==> src/rtl/exec_cycle_controller_if.sv <==
// Memory handshake bundle between the cycle controller and the memory.
//   mem_req     : access request (controller -> memory)
//   mem_we      : write strobe for the current access
//   iord        : address select, 0 = pc, 1 = ALU result
//   instr_rdata : read data returned by memory
//   mem_ready   : memory acknowledge for the current access
interface exec_cycle_controller_if;
   logic        mem_req;
   logic        mem_we;
   logic        iord;
   logic [31:0] instr_rdata;
   logic        mem_ready;

   modport master (output mem_req, mem_we, iord, input instr_rdata, mem_ready);
   modport slave  (input mem_req, mem_we, iord, output instr_rdata, mem_ready);
endinterface

==> src/rtl/exec_cycle_controller.sv <==
// Multi-cycle instruction sequencer for a MIPS subset (R add/sub/and/or/slt,
// lw, sw, addi, beq). Steps each instruction through FETCH, DECODE, EXECUTE,
// MEM and WRITEBACK, owns pc and ir, and drives ALU / memory / register-file
// controls. Memory accesses wait on mem_ready with a bounded wait-state count.
// Ports:
//   clk, reset      : clock, asynchronous active-low reset
//   start, stop     : begin from IDLE / return to IDLE at instruction completion
//   alu_zero        : ALU zero flag for beq
//   mem             : memory handshake interface (master side)
//   pc, ir, state   : architectural registers and current FSM state
//   alu_op, alu_src_imm, reg_write, reg_dst, mem_to_reg : datapath controls
//   busy, fault, instr_done, instr_count                 : status
module exec_cycle_controller #(
   parameter logic [31:0] PC_RESET = 32'h0000_0000,
   parameter int          MAX_WAIT = 15
) (
   input  logic                    clk,
   input  logic                    reset,
   input  logic                    start,
   input  logic                    stop,
   input  logic                    alu_zero,
   exec_cycle_controller_if.master mem,
   output logic [31:0]             pc,
   output logic [31:0]             ir,
   output logic [2:0]              state,
   output logic [2:0]              alu_op,
   output logic                    alu_src_imm,
   output logic                    reg_write,
   output logic                    reg_dst,
   output logic                    mem_to_reg,
   output logic                    busy,
   output logic                    fault,
   output logic                    instr_done,
   output logic [15:0]             instr_count
);

   typedef enum logic [2:0] {
      S_IDLE   = 3'd0,
      S_FETCH  = 3'd1,
      S_DECODE = 3'd2,
      S_EXEC   = 3'd3,
      S_MEM    = 3'd4,
      S_WB     = 3'd5,
      S_FAULT  = 3'd7
   } state_t;

   localparam logic [2:0] ALU_AND = 3'b000;
   localparam logic [2:0] ALU_OR  = 3'b001;
   localparam logic [2:0] ALU_ADD = 3'b010;
   localparam logic [2:0] ALU_SUB = 3'b110;
   localparam logic [2:0] ALU_SLT = 3'b111;

   // Last wait count value that is still allowed; one more low cycle faults.
   localparam logic [7:0] WAIT_LAST = 8'(MAX_WAIT - 1);

   state_t      cur, nxt;
   logic [7:0]  wait_cnt;
   logic        complete;
   logic        waiting;

   logic [5:0]  opcode, funct;
   logic        is_r, is_lw, is_sw, is_addi, is_beq, legal;
   logic [2:0]  r_op;
   logic        r_ok;

   assign opcode  = ir[31:26];
   assign funct   = ir[5:0];
   assign is_r    = (opcode == 6'b000000);
   assign is_lw   = (opcode == 6'b100011);
   assign is_sw   = (opcode == 6'b101011);
   assign is_addi = (opcode == 6'b001000);
   assign is_beq  = (opcode == 6'b000100);

   always_comb begin
      r_op = ALU_ADD;
      r_ok = 1'b1;
      case (funct)
         6'b100000: r_op = ALU_ADD;
         6'b100010: r_op = ALU_SUB;
         6'b100100: r_op = ALU_AND;
         6'b100101: r_op = ALU_OR;
         6'b101010: r_op = ALU_SLT;
         default:   r_ok = 1'b0;
      endcase
   end

   assign legal = (is_r & r_ok) | is_lw | is_sw | is_addi | is_beq;

   // Next state and controls. Controls depend only on cur and ir; inputs
   // only steer nxt and the register updates.
   always_comb begin
      nxt         = cur;
      complete    = 1'b0;
      waiting     = 1'b0;
      mem.mem_req = 1'b0;
      mem.mem_we  = 1'b0;
      mem.iord    = 1'b0;
      alu_op      = 3'b000;
      alu_src_imm = 1'b0;
      reg_write   = 1'b0;
      reg_dst     = 1'b0;
      mem_to_reg  = 1'b0;
      fault       = 1'b0;
      case (cur)
         S_IDLE: if (start) nxt = S_FETCH;
         S_FETCH: begin
            mem.mem_req = 1'b1;
            if (mem.mem_ready)            nxt = S_DECODE;
            else if (wait_cnt == WAIT_LAST) nxt = S_FAULT;
            else                          waiting = 1'b1;
         end
         S_DECODE: nxt = legal ? S_EXEC : S_FAULT;
         S_EXEC: begin
            if (is_r) begin
               alu_op = r_op;
               nxt    = S_WB;
            end else if (is_beq) begin
               alu_op   = ALU_SUB;
               complete = 1'b1;
            end else begin
               alu_op      = ALU_ADD;
               alu_src_imm = 1'b1;
               nxt         = is_addi ? S_WB : S_MEM;
            end
         end
         S_MEM: begin
            mem.mem_req = 1'b1;
            mem.iord    = 1'b1;
            mem.mem_we  = is_sw;
            alu_op      = ALU_ADD;
            alu_src_imm = 1'b1;
            if (mem.mem_ready) begin
               if (is_sw) complete = 1'b1;
               else       nxt      = S_WB;
            end else if (wait_cnt == WAIT_LAST) begin
               nxt = S_FAULT;
            end else begin
               waiting = 1'b1;
            end
         end
         S_WB: begin
            reg_write  = 1'b1;
            reg_dst    = is_r;
            mem_to_reg = is_lw;
            complete   = 1'b1;
         end
         S_FAULT: fault = 1'b1;
         default: nxt = S_FAULT;
      endcase
      if (complete) nxt = stop ? S_IDLE : S_FETCH;
   end

   assign state = cur;
   assign busy  = (cur != S_IDLE) && (cur != S_FAULT);

   always_ff @(posedge clk or negedge reset) begin
      if (!reset) begin
         cur         <= S_IDLE;
         pc          <= PC_RESET;
         ir          <= '0;
         wait_cnt    <= '0;
         instr_count <= '0;
         instr_done  <= 1'b0;
      end else begin
         cur        <= nxt;
         instr_done <= complete;
         // Counter only runs while stalled; any other cycle (including
         // entry to FETCH/MEM and a ready) leaves it at zero.
         wait_cnt   <= waiting ? wait_cnt + 8'd1 : 8'd0;
         if (complete) instr_count <= instr_count + 16'd1;
         if (cur == S_FETCH && mem.mem_ready) begin
            ir <= mem.instr_rdata;
            pc <= pc + 32'd4;
         end
         // pc already points past the branch here.
         if (cur == S_EXEC && is_beq && alu_zero)
            pc <= pc + {{14{ir[15]}}, ir[15:0], 2'b00};
      end
   end

endmodule

==> src/flat_wrapper.sv <==
// flat-port wrapper written by rule: the top's interface ports become plain ports
module exec_cycle_controller_flat 
#(
   parameter logic [31:0] PC_RESET = 32'h0000_0000,
   parameter int          MAX_WAIT = 15
)
  (clk, reset, start, stop, alu_zero, pc, ir, state, alu_op, alu_src_imm, reg_write, reg_dst, mem_to_reg, busy, fault, instr_done, instr_count, mem_mem_req, mem_mem_we, mem_iord, mem_instr_rdata, mem_mem_ready);
  exec_cycle_controller_if mem_i ();
  input  logic clk;
  input  logic reset;
  input  logic start;
  input  logic stop;
  input  logic alu_zero;
  output logic [31:0] pc;
  output logic [31:0] ir;
  output logic [2:0] state;
  output logic [2:0] alu_op;
  output logic alu_src_imm;
  output logic reg_write;
  output logic reg_dst;
  output logic mem_to_reg;
  output logic busy;
  output logic fault;
  output logic instr_done;
  output logic [15:0] instr_count;
  output wire logic [$bits(mem_i.mem_req)-1:0] mem_mem_req;
  output wire logic [$bits(mem_i.mem_we)-1:0] mem_mem_we;
  output wire logic [$bits(mem_i.iord)-1:0] mem_iord;
  input wire logic [$bits(mem_i.instr_rdata)-1:0] mem_instr_rdata;
  input wire logic [$bits(mem_i.mem_ready)-1:0] mem_mem_ready;
  assign mem_mem_req = mem_i.mem_req;
  assign mem_mem_we = mem_i.mem_we;
  assign mem_iord = mem_i.iord;
  assign mem_i.instr_rdata = mem_instr_rdata;
  assign mem_i.mem_ready = mem_mem_ready;
  exec_cycle_controller #(.PC_RESET(PC_RESET), .MAX_WAIT(MAX_WAIT)) u_core (.clk(clk), .reset(reset), .start(start), .stop(stop), .alu_zero(alu_zero), .mem(mem_i), .pc(pc), .ir(ir), .state(state), .alu_op(alu_op), .alu_src_imm(alu_src_imm), .reg_write(reg_write), .reg_dst(reg_dst), .mem_to_reg(mem_to_reg), .busy(busy), .fault(fault), .instr_done(instr_done), .instr_count(instr_count));
endmodule
==> config.mk <==
export PLATFORM = sky130hd
export DESIGN_NAME = exec_cycle_controller_flat
export DESIGN_NICKNAME = d
export VERILOG_FILES = /design/src/rtl/exec_cycle_controller_if.sv /design/src/rtl/exec_cycle_controller.sv /design/src/flat_wrapper.sv
export SDC_FILE = /design/constraint.sdc
export NUM_CORES = 1
export LEC_CHECK = 0
export ABC_CLOCK_PERIOD_IN_PS = 5200
export BUFFER_PORTS_ARGS = -buffer_cell sky130_fd_sc_hd__buf_2
export CAP_MARGIN = 10
export CELL_PAD_IN_SITES_DETAIL_PLACEMENT = 1
export CELL_PAD_IN_SITES_GLOBAL_PLACEMENT = 1
export CORE_MARGIN = 3
export CORE_UTILIZATION = 41
export DETAILED_ROUTE_END_ITERATION = 7
export HOLD_SLACK_MARGIN = 0.08
export PLACE_DENSITY_LB_ADDON = 0.1
export SETUP_SLACK_MARGIN = 0.4
export SLEW_MARGIN = 30
export SYNTH_ARGS = -nofsm -noshare
export SYNTH_HDL_FRONTEND = slang
export SYNTH_SLANG_ARGS = --single-unit
==> constraint.sdc <==
create_clock -name clk -period 5.2 [get_ports clk]
set_clock_uncertainty 0.15 [all_clocks]
set_input_delay 1.04 -clock clk [delete_from_list [all_inputs] [get_ports clk]]
set_output_delay 1.04 -clock clk [all_outputs]
set_load 0.01 [all_outputs]
# ---- Yosys cells after proc, flatten, opt, wreduce, memory -nomap -nowiden
# Index checks and enable logic that the tools add are counted.
dict set report totals {
  ff_bits 92
  out_inout_bits 96
  elab_cells 86
}
dict set report op_classes {
  n_eq_ne 21
  mux 38
  reduce_logical 12
  addsub 4
  bitwise_logic 5
}
# cell n
set op_table {}
lappend op_table {{32-bit 2-to-1 mux} 2}
lappend op_table {{6-bit equality test, second input constant} 7}
lappend op_table {{3-bit 2-to-1 mux} 11}
lappend op_table {{32-bit by 3-bit adder with 32-bit output, second input constant} 1}
lappend op_table {{32-bit adder} 1}
lappend op_table {{1-bit 2-to-1 mux} 19}
lappend op_table {{3-bit one-hot mux with 6 select lines} 1}
lappend op_table {{16-bit by 1-bit adder with 16-bit output, second input constant} 1}
lappend op_table {{3-bit one-hot mux with 4 select lines} 1}
lappend op_table {{3-bit equality test, second input constant} 3}
lappend op_table {{8-bit by 1-bit adder with 8-bit output, second input constant} 1}
lappend op_table {{8-bit by 4-bit equality test with 1-bit output, second input constant} 1}
lappend op_table {{8-bit 2-to-1 mux} 1}
lappend op_table {{3-bit by 2-bit equality test with 1-bit output, second input constant} 2}
lappend op_table {{6-bit by 3-bit equality test with 1-bit output, second input constant} 1}
lappend op_table {{6-bit by 4-bit equality test with 1-bit output, second input constant} 1}
lappend op_table {{6-bit logical NOT} 1}
lappend op_table {{3-bit one-hot mux with 2 select lines} 1}
lappend op_table {{5-bit OR reduction} 1}
lappend op_table {{1-bit logical AND} 4}
lappend op_table {{4-bit by 2-bit inequality test with 1-bit output, second input constant} 1}
lappend op_table {{4-bit by 3-bit inequality test with 1-bit output, second input constant} 1}
lappend op_table {{1-bit bitwise OR} 4}
lappend op_table {{4-bit AND reduction} 1}
lappend op_table {{other kinds (11)} 12}

# ---- Depth between registers and ports, before layout
# Gate-level depths: netlist of run 1.
dict set report logic_depth {
  ltp_word 11
  mapped_depth 16
  ltp_nobuf 14
}

# ---- Worst setup path after synthesis of run 1
# No wires, ideal clock.
dict set report synth_path {
  path_kind {input-to-reg}
  start {input port alu_zero}
  end {register u_core.pc[31]}
  stages 15
  required_time_ps 4971
  setup_slack_ps 1001
  path_buffers 3
  setup_ps 79
  arrival_time_ps 3970
  path_cell_list {and2_1 and3_1 clkbuf_1 clkbuf_1 nand2_1 inv_1 ha_1 a211o_1 a2111oi_4 o21ai_2 a211oi_4 buf_6 a21oi_1 nor4_2 xor2_1}
}
dict set report synth_between {
  elab_chain_len 2
}
# element line
set synth_rtl {}
lappend synth_rtl {{from (decl)} flat_wrapper.sv:13} ;# input logic alu_zero;
lappend synth_rtl {{1-bit logical AND (*)} exec_cycle_controller.sv:176} ;# if (cur == S_EXEC && is_beq && alu_zero)
lappend synth_rtl {{32-bit 2-to-1 mux or 2-bit nonzero test (tied branches)} --}
lappend synth_rtl {{to (signal assigned)} exec_cycle_controller.sv:173} ;# pc <= pc + 32'd4;
lappend synth_rtl {{to (signal assigned)} exec_cycle_controller.sv:177} ;# pc <= pc + {{14{ir[15]}}, ir[15:0], 2'b00};
lappend synth_rtl {{to (decl)} exec_cycle_controller.sv:23} ;# output logic [31:0] pc,
# Every way passes the cells marked *; elsewhere a longest branch is shown, timed or not.
# A chain may end at the register's enable or synchronous reset.

# ---- Worst setup path in the final report of run 1
dict set report layout_path {
  start {input port alu_zero}
  end {register u_core.pc[30]}
}
# The elaborated chain is that of the path after synthesis.

==> flow_summary.toml, run 1 <==
[critical_path]
endpoint_kind = "flip-flop"
worstSetupPathType = "primary input to flip-flop"
cp_cell_sequence = "buf_2, and2_1, and3_1, nand2b_1, ha_1, inv_1, fa_1, nand2b_1, a21o_1, a31oi_1, a221o_1, a32oi_1, o41ai_1, xor2_1"
cp.buffers_inverters = 2
cp.required_ps = 5320
reg2reg_from = "u_core.state[2]"
slowest_stage = "o41ai_1"
path_max_fanout = 7
arrival_ps = 4300
critical-path-top-delay-family = "compound AO/OA/AOI/OAI gates"
max_stage_delay_ps = 490
crit_path_start = "alu_zero"
cpMostUsedCell = "nand2b_1"
cp-start-kind = "primary input"

[cells_and_area]
drive_gt1_share_pct = 30.5
syn_to_final_growth_pct = 20.9
nFillCells = 1512
register_area_mm2 = 0.00225
nets = 718
instances_no_fill = 837
diodes = 0
multi_input_area_mm2 = 0.00294

[timing]
timing.final.crit_period_ps = 4180
fin_crit_sh_pct = 80.4
finalSetupTns_ps = 0
relSlewSlack_pct = 51.2
worstMarginPinSlew_ps = 732
rsz0062_at_grt = "no"
fmax_mhz = 239
finalMaxSlewViolations = 0
setup_viol = 0
hold_viol = 0

[power]
power_mw = 2.46
switching_share_pct = 33.7
p_seq_share_pct = 43.7
pwr-share-clk_pct = 28.8
power.density_mw_per_mm2 = 381
power_switching_uw = 830
p_leak_nw = 3.18
pwr-share-comb_pct = 27.5
internal_power_mw = 1.63
ir_worst_vdd_v = 0.000329

[synthesis]
synthTopCellsByCount = "dfrtp_1 (90), nor2_1 (55), nand2_1 (41)"
synth_area_mm2 = 0.00535
synth_top_area_share_pct = 42.1
yosys_warnings = 0
synthArstFlopShare_pct = 100
synth_cell_types = 65
ys_seq_area_share_pct = 42.1
synthTopCellsByArea = "dfrtp_1 (42%), mux2_2 (7.2%), xor2_1 (4.4%)"
synth_edf_count = 0
avgSynthCellArea_um2 = 9.91
synthFlopType = "dfrtp_1"
netlist_instances = 540
synth_area_leader_cell = "dfrtp_1"
synth.most_common_cell = "dfrtp_1"
ys_ff_latch = 90

[clock_network]
worstSkewPairLatency_ps = 340
htreeDepth = 3
cts_root_buffer = "clkbuf_16"
cts_sinks = 90
postCtsSetupBuffers = 0
cts_tree = "done"
clockBufferDepth = 2
clkTransAtPathRegs_ps = 60
cts-resized-gates = 0
postCtsHoldBufs = 0
cts_buffers = 9

[global_routing]
grt_usage_pct = 21.2
grt_pass1_wl_um = 24800
grt_pass1_vias = 4958
antenna_found_initial = 0
grt_overflow = 0
grt_start_max_net_pins = 56

[flow_run]
cap_violations = 0

[die]
rows = 41
die_x_um = 120
core_mm2 = 0.0127
pin_count = 134
start_util_pct = 42.2
die_h_um = 120
dieArea_mm2 = 0.0145

[drt]
ant_nets = 0
routedWlPerCell_um = 18.0
vias_per_cell = 5.51
drcViolationCount = 0
via_count = 4614
drt_pass1_iterations = 4
drt_iter0_drc = 115
drt-total-wl_um = 15000

[worst_hold_path]
hp-class = "flip-flop to flip-flop"
hold_start = "u_core.pc[31]"

[placement]
dp_hpwl_um = 11200
place_inst = 822
gp_congestion = 0.912
io_buffer_count = 131

[status]
status = "finished clean"
## cell families after synthesis
logic type / synth area share, %
AO/OA/AOI/OAI: 12.6
buffers and inverters: 3.11
AND/OR/NAND/NOR: 21.2
XOR/XNOR: 8.02
adder cells (fa/ha/maj): 4.58
multiplexers: 8.28
other: 0.0701
flip-flops: 42.1
## worst paths after layout
kind	slack [ps]	to	cells after the start
min in group asynchronous	590	u_core.pc[11]	1
setup / recovery	1020	u_core.pc[30]	14
setup reg to reg	1060	u_core.pc[30]	13
hold / removal	320	u_core.pc[31]	1
max in group asynchronous	3340	u_core.instr_count[12]	2
hold reg to reg	320	u_core.pc[31]	1
## power groups by stage
stage               logic, mW  clock network, mW  registers [mW]
floorplan               0.345                  0            1.10
global placement        0.665                  0            1.08
detailed placement      0.685                  0            1.09
CTS                     0.688              0.729            1.08
global route            0.746              0.750            1.11
finish                  0.677              0.710            1.08
## state kept, by name (all words and copies together), names as in the netlist
register,count
u_core.state,3
u_core.ir,32
u_core.instr_done,1
u_core.pc,30
u_core.wait_cnt,8
u_core.instr_count,16
## layout by cell type, fill, tap and decap left out, types with 3 or more instances in the layout
cell type,instances
a21o_1,9
nor3_1,13
dfrtp_1,90
or2_2,7
xor2_1,27
clkbuf_16,9
xnor2_1,22
nand2b_1,4
mux2_2,34
buf_2,130
o211ai_1,3
nor2b_1,4
nor3b_1,6
ha_1,18
o31ai_1,3
o21a_1,5
a31oi_1,9
o21ai_0,14
a21oi_1,26
and2_1,15
nand3_1,11
and4_1,3
nand4_1,9
nand2_1,41
inv_1,10
nor2_1,55
nor4_1,8
mux2i_1,6
and3_1,13
buf_4,7
or3_1,5
## layer usage
metal  global-route usage, %  up-vias  part of all wire (%)
met2                    36.5      115                    50
met4                    8.85        0                   2.4
met1                    26.4     2312                    43
met5                       0        -                     0
met3                    3.79       22                   4.3
li1                        -     2165                     -
## per-stage QoR
stage          hold WS [ps]  worst slack (ps)  utilization [%]  instance area, µm²
2_1_floorplan           324              1000                -                5350
4_1_cts                 325              1020             51.1                6470
3_3_place_gp            310               816             48.6                6150
5_1_grt                 343               783             51.1                6470
6_report                319              1020             51.1                6470
3_5_place_dp            316               688             48.6                6150
## final cells by class
type	instances	share of cell area (%)
multi-input cells	413	45.5
flip-flops and latches	90	34.8
repair buffers	137	10.9
clock buffers	10	3.69
well taps	172	3.33
clock inverters	5	1.22
inverters	10	0.580
## worst reg2reg max path, delay by kind of cell, from the launching register on
family,cells,cell delay (ps)
AOI/OAI and AO/OA,5,1630
and+or+nand+nor,4,810
DFF,1,650
adders and majority gates,2,590
xor gates and xnor gates,1,170
buffers and inverters,1,70
Power figures use the tool's default switching activity.
==> run 2, diff against run 1 <==
ABC_AREA = 1   (was not set)
ABC_CLOCK_PERIOD_IN_PS = 4300   (was 5200)
CORE_UTILIZATION = 39   (was 41)
clock period = 4.3 ns   (was 5.2 ns; I/O delays follow)
==> run 2 against run 1 <==
Compared with the run above:
- utilization decreased by 3.5 points
- non-clock buffer count unchanged
- synthesized area increased by 10%
- sequential cell count unchanged
- worst hold slack improved by 1.1 ps
- largest power group is now combinational logic
==> flow_summary.toml, run 2 <==
[synthesis]
netlist_instances = 790
ys_seq_area_share_pct = 38.3
synth_edf_count = 0
synth_top_area_share_pct = 38.3
synthTopCellsByCount = "nand2_1 (212), inv_1 (93), dfrtp_1 (90)"
synthTopCellsByArea = "dfrtp_1 (38%), nand2_1 (14%), inv_1 (5.9%)"
synth_area_leader_cell = "dfrtp_1"
synthArstFlopShare_pct = 100
synth_area_mm2 = 0.00589
synthFlopType = "dfrtp_1"
synth.most_common_cell = "nand2_1"
yosys_warnings = 0
avgSynthCellArea_um2 = 7.45
synth_cell_types = 52
ys_ff_latch = 90

[clock_network]
cts_buffers = 9
cts_tree = "done"
cts_sinks = 90
clockBufferDepth = 2
clkTransAtPathRegs_ps = 70
htreeDepth = 3
worstSkewPairLatency_ps = 350
cts_root_buffer = "clkbuf_16"

[timing]
worstMarginPinSlew_ps = 817
finalSetupTns_ps = 0
finalHoldWorstSlack_ps = 321
timing.final.crit_period_ps = 3490
finalMaxSlewViolations = 0
hold_viol = 0
setup_viol = 0
fin_crit_sh_pct = 81.0
fmax_mhz = 287
finalWorstSetupSlack_ps = 815
rsz0062_at_grt = "no"
relSlewSlack_pct = 45.5

[flow_run]
cap_violations = 0

[power]
power.density_mw_per_mm2 = 590
power_mw = 4.11
switching_share_pct = 46.6
ir_worst_vdd_v = 0.000260
pwr-share-comb_pct = 43.7
power_switching_mw = 1.91
p_leak_nw = 3.65
p_seq_share_pct = 37.4
pwr-share-clk_pct = 18.9
internal_power_mw = 2.20

[cells_and_area]
register_area_mm2 = 0.00225
reg.largest.list = "u_core.ir x32, u_core.pc x30, u_core.instr_count x16"
fin_util_pct = 47.6
multi_input_area_mm2 = 0.00312
nFillCells = 1917
syn_to_final_growth_pct = 18.3
nets = 969
mostFrequentLayoutCell = "nand2_1"
drive_gt1_share_pct = 22.9
regMostFlops = "u_core.ir"
diodes = 0
mostFrequentLayoutCells = "nand2_1 (212), buf_2 (130), inv_1 (93)"
largest_reg_flops = 32

[drt]
drt-total-wl_um = 18200
drt_pass1_iterations = 4
vias_per_cell = 5.18
routedWlPerCell_um = 16.5
via_count = 5701
drt_iter0_drc = 226
ant_nets = 0
drcViolationCount = 0

[critical_path]
path_max_fanout = 6
endpoint_kind = "flip-flop"
max_stage_delay_ps = 500
arrival_ps = 3570
cp-start-kind = "flip-flop"
critical-path-top-delay-family = "simple AND/OR/NAND/NOR gates"
cpMostUsedCell = "nand2_1"
worstSetupPathType = "flip-flop to flip-flop"
cp_cell_sequence = "inv_4, nand3_4, inv_4, nand2_1, nor2_1, nand2_1, ha_1, inv_1, fa_1, o21ai_0, a21boi_1, nor2_1, nor2_1, o21bai_1, nand2_1, nand2_1, nand2_1, nand2_1, nand2_1, nand3_1, o21ai_1"
slowest_stage = "dfrtp_1"
cp.buffers_inverters = 3
cp.required_ps = 4380

[worst_hold_path]
hp-class = "flip-flop to flip-flop"

[die]
dieArea_mm2 = 0.0166
core_mm2 = 0.0146
die_x_um = 129
start_util_pct = 40.2
die_h_um = 129
pin_count = 134
rows = 44

[global_routing]
grt_overflow = 0
grt_pass1_vias = 6017
antenna_found_initial = 0
grt_start_max_net_pins = 70
grt_pass1_wl_um = 30200
grt_usage_pct = 22.5

[placement]
io_buffer_count = 131
dp_hpwl_um = 13900
dp_slack_ps = 479
gp_congestion = 0.914

[status]
status = "finished clean"
-- run 2: changes by cell type in the layout (fill, tap and decap cells not counted), moves of 12 or more --
cell | previous run | this run
nand2_1 | 41 | 212
inv_1 | 10 | 93
o21ai_0 | 14 | 50
mux2_2 | 34 | 1
nand3_1 | 11 | 34
nand2_2 | 0 | 19
nor2_1 | 55 | 73
and2_1 | 15 | 0
and3_1 | 13 | 0
nand4_1 | 9 | 22
xor2_1 | 27 | 14
o21ai_1 | 0 | 12
-- run 2: cell families (layout without fill, tap and decap cells) --
logic type | after synthesis | in the layout | synth area share, %
multiplexers | 1 | 1 | 0.191
flip-flops | 90 | 90 | 38.3
buffers and inverters | 124 | 250 | 8.88
adder cells (fa/ha/maj) | 19 | 19 | 4.17
AO/OA/AOI/OAI | 120 | 120 | 11.5
XOR/XNOR | 26 | 26 | 4.00
other | 1 | 2 | 0.0637
AND/OR/NAND/NOR | 409 | 409 | 32.9
-- run 2: worst min-delay path, delay by kind of cell (launching register included) --
family           cells  cell delay, ps
flip-flops           1             340
AND/OR/NAND/NOR      2             100
-- run 2: power by group through the flow --
stage          clock network, mW  logic [mW]  registers (mW)
2_1_floorplan                  0        1.04            1.58
3_3_place_gp                   0        1.76            1.53
3_5_place_dp                   0        1.82            1.55
4_1_cts                    0.811        1.83            1.54
5_1_grt                    0.836        2.02            1.60
6_report                   0.778        1.80            1.54
-- run 2: per-stage QoR --
stage,instances,cell area (µm²)
2_1_floorplan,791,5890
3_3_place_gp,1084,6670
3_5_place_dp,1084,6670
4_1_cts,1100,6950
5_1_grt,1101,6960
6_report,1101,6960
-- run 2: path summary, 6_finish.rpt --
path / to / from / slack (ps) / cells past startpoint
setup / recovery: u_core.pc[22] / u_core.state[2] / 810 / 21
max in group asynchronous: u_core.ir[29] / reset / 2790 / 2
setup reg to reg: u_core.pc[22] / u_core.state[2] / 810 / 21
hold reg to reg: u_core.ir[19] / u_core.ir[19] / 320 / 2
hold / removal: u_core.ir[19] / u_core.ir[19] / 320 / 2
min in group asynchronous: u_core.pc[23] / reset / 380 / 1
-- run 2: what timing repair did --
action	in CTS	in global routing
hold buffers	0	0
gates resized for setup	0	1
buffers inserted	0	1
endpoints found under the setup margin	0	12
-- run 2: final cells by class --
class / count / area share [%]
Multi-Input combinational cell: 577 / 44.8
Sequential cell: 90 / 32.4
Timing Repair Buffer: 137 / 10.2
Inverter: 97 / 5.32
Tap cell: 184 / 3.31
Clock buffer: 9 / 3.23
Clock inverter: 7 / 0.826
-- run 2: layer usage --
layer,vias up,GRT usage [%],wire length (µm)
li1,2807,-,-
met1,2757,28.8,8240
met2,115,37.9,8820
met3,22,5.27,806
met4,0,6.42,306
met5,-,0,0
